**config.mk**
```make
export PLATFORM = sky130hd
export DESIGN_NAME = disp_seq_ctrl
export DESIGN_NICKNAME = d
export VERILOG_FILES = /design/src/rtl/disp_seq_ctrl_pkg.sv /design/src/rtl/disp_seq_ctrl_dwell_timer.sv /design/src/rtl/disp_seq_ctrl.sv
export SDC_FILE = /design/constraint.sdc
export NUM_CORES = 1
export LEC_CHECK = 0
export ABC_AREA = 0
export BUFFER_PORTS_ARGS = -buffer_cell sky130_fd_sc_hd__buf_4
export CORE_ASPECT_RATIO = 1.5
export CORE_UTILIZATION = 61
export CTS_CLUSTER_DIAMETER = 60
export CTS_CLUSTER_SIZE = 25
export DETAILED_ROUTE_END_ITERATION = 10
export PLACE_DENSITY_LB_ADDON = 0.12
export RECOVER_POWER = 50
export SLEW_MARGIN = 20
export SYNTH_ARGS = -nofsm -noshare
export SYNTH_HDL_FRONTEND = slang
export SYNTH_SLANG_ARGS = --single-unit
```
**constraint.sdc**
```tcl
create_clock -name clk -period 19.2 [get_ports clk]
set_clock_uncertainty 0.1 [all_clocks]
set_input_delay 3.84 -clock clk [delete_from_list [all_inputs] [get_ports clk]]
set_output_delay 3.84 -clock clk [all_outputs]
set_load 0.05 [all_outputs]
```
**src/rtl/disp_seq_ctrl_pkg.sv**
```systemverilog
// disp_pkg: shared types and sizes for the result-display sequencer.
//   state_t      : sequencer states
//   NUM_RESULTS  : number of results shown per pass
//   IDX_W/RES_W  : index and result widths
//   LAST_IDX     : index of the final result in a pass
package disp_pkg;

  typedef enum logic [1:0] {
    IDLE = 2'd0,
    SHOW = 2'd1,
    GAP  = 2'd2
  } state_t;

  localparam int NUM_RESULTS = 8;
  localparam int IDX_W       = 3;
  localparam int RES_W       = 8;

  localparam logic [IDX_W-1:0] LAST_IDX = IDX_W'(NUM_RESULTS - 1);

endpackage

```
**src/rtl/disp_seq_ctrl_dwell_timer.sv**
```systemverilog
// dwell_timer: phase timer shared by the SHOW and GAP phases.
//   clk      : system clock
//   reset    : synchronous active-low reset
//   clear    : force the count to zero
//   enable   : count this cycle
//   terminal : phase length in cycles
//   expire   : high in the last cycle of the phase (count == terminal-1);
//              the count wraps to zero on that edge
module dwell_timer #(
  parameter int CNT_W = 27
) (
  input  logic             clk,
  input  logic             reset,
  input  logic             clear,
  input  logic             enable,
  input  logic [CNT_W-1:0] terminal,
  output logic             expire
);

  logic [CNT_W-1:0] count;

  assign expire = enable && (count == (terminal - CNT_W'(1)));

  always_ff @(posedge clk) begin
    if (!reset || clear) begin
      count <= '0;
    end else if (enable) begin
      count <= expire ? '0 : count + CNT_W'(1);
    end
  end

endmodule

```
**src/rtl/disp_seq_ctrl.sv**
```systemverilog
// disp_seq_ctrl: steps the eight convolution results onto the 7-seg display.
// A start snapshots all eight inputs; each value is shown for DWELL_CYCLES,
// followed by GAP_CYCLES blank cycles. One pass, or loop while loop_en.
//   clk, reset        : system clock, synchronous active-low reset
//   start_d           : start request (honoured only when idle)
//   stop              : abort to idle (beats start_d)
//   loop_en           : wrap from idx 7 back to idx 0
//   C_xx_2x2/C_xx_3x3 : results, shown at idx 0-3 and 4-7
//   convolution, idx  : value being presented and its index
//   blank             : display must be dark
//   busy              : sequence in progress
//   done              : one-cycle pulse at the end of a non-looping pass
//
// state | meaning
// IDLE  | waiting for start_d, display blank
// SHOW  | presenting snap[idx] for DWELL_CYCLES
// GAP   | blank for GAP_CYCLES, convolution/idx held
module disp_seq_ctrl
  import disp_pkg::*;
#(
  parameter int DWELL_CYCLES = 100_000_000,
  parameter int GAP_CYCLES   = 10_000_000,
  parameter int CNT_W        = 27
) (
  input  logic             clk,
  input  logic             reset,
  input  logic             start_d,
  input  logic             stop,
  input  logic             loop_en,
  input  logic [RES_W-1:0] C_11_2x2,
  input  logic [RES_W-1:0] C_12_2x2,
  input  logic [RES_W-1:0] C_21_2x2,
  input  logic [RES_W-1:0] C_22_2x2,
  input  logic [RES_W-1:0] C_11_3x3,
  input  logic [RES_W-1:0] C_12_3x3,
  input  logic [RES_W-1:0] C_21_3x3,
  input  logic [RES_W-1:0] C_22_3x3,
  output logic [RES_W-1:0] convolution,
  output logic [IDX_W-1:0] idx,
  output logic             blank,
  output logic             busy,
  output logic             done
);

  localparam logic [CNT_W-1:0] DWELL_T = CNT_W'(DWELL_CYCLES);
  localparam logic [CNT_W-1:0] GAP_T   = CNT_W'(GAP_CYCLES);
  localparam bit               HAS_GAP = (GAP_CYCLES != 0);

  state_t           state;
  logic [RES_W-1:0] snap [NUM_RESULTS];
  logic [IDX_W-1:0] idx_next;
  logic [CNT_W-1:0] terminal;
  logic             timer_clear;
  logic             timer_en;
  logic             expire;
  logic             advance;

  // The timer idles at zero so SHOW always starts from a fresh count;
  // SHOW->GAP and GAP->SHOW rely on the wrap inside the timer.
  assign timer_clear = (state == IDLE) || stop;
  assign timer_en    = (state != IDLE);
  assign terminal    = (state == GAP) ? GAP_T : DWELL_T;
  assign idx_next    = idx + IDX_W'(1);

  // Without a gap the end of SHOW moves straight to the next value.
  assign advance = expire && ((state == GAP) || ((state == SHOW) && !HAS_GAP));

  dwell_timer #(
    .CNT_W (CNT_W)
  ) u_timer (
    .clk      (clk),
    .reset    (reset),
    .clear    (timer_clear),
    .enable   (timer_en),
    .terminal (terminal),
    .expire   (expire)
  );

  always_ff @(posedge clk) begin
    if (!reset) begin
      state       <= IDLE;
      convolution <= '0;
      idx         <= '0;
      blank       <= 1'b1;
      busy        <= 1'b0;
      done        <= 1'b0;
      for (int i = 0; i < NUM_RESULTS; i++) snap[i] <= '0;
    end else begin
      done <= 1'b0;
      if (stop) begin
        state       <= IDLE;
        convolution <= '0;
        idx         <= '0;
        blank       <= 1'b1;
        busy        <= 1'b0;
      end else if (advance) begin
        if (idx != LAST_IDX) begin
          idx         <= idx_next;
          convolution <= snap[idx_next];
          blank       <= 1'b0;
          state       <= SHOW;
        end else if (loop_en) begin
          idx         <= '0;
          convolution <= snap[0];
          blank       <= 1'b0;
          state       <= SHOW;
        end else begin
          state       <= IDLE;
          convolution <= '0;
          idx         <= '0;
          blank       <= 1'b1;
          busy        <= 1'b0;
          done        <= 1'b1;
        end
      end else begin
        case (state)
          IDLE: begin
            if (start_d) begin
              snap[0]     <= C_11_2x2;
              snap[1]     <= C_12_2x2;
              snap[2]     <= C_21_2x2;
              snap[3]     <= C_22_2x2;
              snap[4]     <= C_11_3x3;
              snap[5]     <= C_12_3x3;
              snap[6]     <= C_21_3x3;
              snap[7]     <= C_22_3x3;
              convolution <= C_11_2x2;
              idx         <= '0;
              blank       <= 1'b0;
              busy        <= 1'b1;
              state       <= SHOW;
            end
          end
          SHOW: begin
            // Only reached with a gap configured; the no-gap case is advance.
            if (expire) begin
              blank <= 1'b1;
              state <= GAP;
            end
          end
          GAP:     ;
          default: state <= IDLE;
        endcase
      end
    end
  end

endmodule

```
==> flow_summary_export.csv <==
group,metric,value,unit
clocking,clock_sinks,107,
grt,grt-ovfl-total,0,
clocking,cts_tree,"yes",
min_path,min_path_type,"register to register",
final_layout,area_growth_syn_to_layout,16.9,%
sta,maxSlewHeadroom,-0.952,
die,die_h,114,um
placed_design,dp_slack,13.13,ns
detailed_routing,viasPerCell,6.11,
placed_design,dp_hpwl,7.94,mm
grt,grt_max_degree,57,
pwr,vdd_drop_max,0.0000569,V
detailed_routing,drtPass1Iterations,5,
critical_path,crit_top_cell,"clkbuf_1",
critical_path,crit_arrival,6.48,ns
detailed_routing,vias,3802,
detailed_routing,drt-initial-drc-count,224,
die,rows,40,
status,violations,"max-capacitance violations, max-slew violations",
yosys,synth_cell_type_count,52,
yosys,ys.flop_type,"edfxtp_1",
critical_path,crit_chain,"clkbuf_1, nor2b_1, clkbuf_1, o2111ai_1, o41ai_1",
yosys,synth_edf_count,64,
die,initial_utilization,0.633,
detailed_routing,drt_wl_total,11.2,mm
die,dieArea,8730,um2
critical_path,cp_data_required_time,19.34,ns
sta,finalMaxSlewViolations,28,
critical_path,worst_path_largest_cell_delay,0.97,ns
sta,max_freq,158,MHz
clocking,clk_path_buf_depth,2,
yosys,netlist.area_leader.share,0.377,
critical_path,crit_buf_inv,2,
sta,setup-tns-final,0,ns
critical_path,startpoint_type,"input port",
sta,setup_viol,0,
yosys,yosys.cell_count.top_type,"edfxtp_1",
status,status,"finished with violations",
clocking,ctsRootBufferMaster,"clkbuf_16",
yosys,avgSynthCellArea,11.4,um2
critical_path,cp_max_fo,30,
grt,grt_pass1_vias,3800,
sta,hold_violations,0,
clocking,clkTransAtPathRegs,0.07,ns
sta,fin_ws,12.85,ns
yosys,synth_top_area_cell,"edfxtp_1",
yosys,async_reset_ff_frac,0,
yosys,syn-cell-area,5100,um2
clocking,htreeDepth,3,
critical_path,cpLargestDelayFamily,"buffers and inverters",
yosys,netlist_instances,447,
clocking,cts_buffers,9,
placed_design,routabilityCongestion,0.914,
critical_path,cp-end-kind,"register",
clocking,postCtsSetupBuffers,0,
detailed_routing,antenna_left,0,
die,design.core.area,8060,um2
final_layout,drive_above_1_share,0.203,
yosys,yosys_warnings,0,
final_layout,n_antenna_cell,0,
detailed_routing,wl_per_cell,18.1,um
sta,tightestPinTransition,2.90,ns
sta,fin_crit_sh,0.330,
sta,rsz0062_at_grt,"no",
run,maxCapViolCount,1,
yosys,ys_ff_latch,107,
pwr,power_leakage,2.22,nW
critical_path,cp_slowest_cell,"nor2b_1",
critical_path,crit_type,"input port to register",
yosys,syn_nets,519,
sta,period_minus_slack,6.35,ns
die,io-pin-count,83,
die,die_width,76.6,um
yosys,ys_top_cells_by_count,"edfxtp_1, and3_1, nor2_1",
final_layout,nets,584,
placed_design,portBuffers,82,
yosys,synth_seq_area_share,0.546,
pwr,power_density,78.7,nW/um2
detailed_routing,route.detailed.drc,0,
grt,grt_usage,0.277,
grt,antenna_found_initial,0,
grt,grt_pass1_wl,18.3,mm
clocking,post_cts_resized,0,
clocking,clkLatencyLatePin,0.34,ns
yosys,ys_top_cells_by_area,"edfxtp_1, dfxtp_1, and3_1",
clocking,cts_hold_buf,0,
-- worst register-to-register path, cell delays in order (launching register included) --
cell      delay (ns)
dfxtp_1         0.40
ha_1            0.21
nand3_1         0.31
nor4_4          0.44
o221ai_2        0.40
o21ai_0         2.29
nor2_1          0.17
-- routing by layer --
| layer | part of all wire | vias to the layer above | GRT usage | wire (um) |
|---|---|---|---|---|
| met5 | 0 | - | 0 | 0 |
| met4 | 0.045 | 0 | 0.172 | 505 |
| met2 | 0.54 | 129 | 0.503 | 6050 |
| met1 | 0.38 | 1840 | 0.310 | 4230 |
| li1 | - | 1804 | - | - |
| met3 | 0.040 | 29 | 0.0288 | 445 |
-- kinds of logic after synthesis --
family	after synthesis	share of synthesized area
buffers and inverters	37	0.0319
AO/OA/AOI/OAI	50	0.0771
flip-flops	107	0.546
multiplexers	24	0.0776
adder cells (fa/ha/maj)	3	0.00736
AND/OR/NAND/NOR	200	0.216
XOR/XNOR	26	0.0447
-- cell type report --
class | instances | area (um2)
Fill cell | 579 | 2100
Multi-Input combinational cell | 303 | 2150
Clock inverter | 7 | 58.8
Tap cell | 105 | 131
Inverter | 4 | 15.0
Sequential cell | 107 | 2780
Timing Repair Buffer | 87 | 593
Clock buffer | 9 | 225
-- worst paths after layout --
kind	from	to	slack, ns	cells past startpoint
setup / recovery	reset	idx[0]	12.85	5
hold / removal	busy	busy	0.38	1
setup reg to reg	u_timer.count[0]	u_timer.count[16]	14.66	6
hold reg to reg	busy	busy	0.38	1
-- power breakdown --
group	switching (mW)	total, mW	leakage (nW)	internal [mW]
Combinational	0.0179	0.0338	1.05	0.0160
Sequential	0.00372	0.258	1.02	0.255
Clock	0.0775	0.177	0.139	0.0993
Total	0.0991	0.469	2.22	0.370
-- stage by stage --
stage	total power, mW	utilization	hold WS, ns	cells	instance area, um2
after detailed placement	0.298	0.713	0.363	606	5750
final	0.469	0.739	0.380	622	5960
after global routing	0.485	0.739	0.414	622	5960
after global placement	0.297	0.713	0.356	606	5750
after CTS	0.473	0.749	0.385	622	6030
after floorplan	0.281	-	0.338	447	5100
-- state kept, by name (all words and copies together) (netlist names) --
name / count
idx: 3
state: 2
busy: 1
blank: 1
convolution: 8
done: 1
snap: 64
u_timer.count: 27
-- cell usage in the layout, fill, tap and decap left out, types with 5 or more instances in the layout --
master	instances
and2_0	14
clkbuf_1	16
nand2b_1	7
nor3_1	9
mux4_2	12
xnor2_1	14
a21oi_1	5
nand3_1	12
nand4_1	9
mux2i_1	8
o211ai_1	6
nand2_1	27
a31oi_1	9
edfxtp_1	64
dfxtp_1	43
nor2_1	45
nor4_1	6
and4_1	5
buf_4	71
xor2_1	12
and3_1	48
clkbuf_16	9
(Power assumes the default switching activity.)
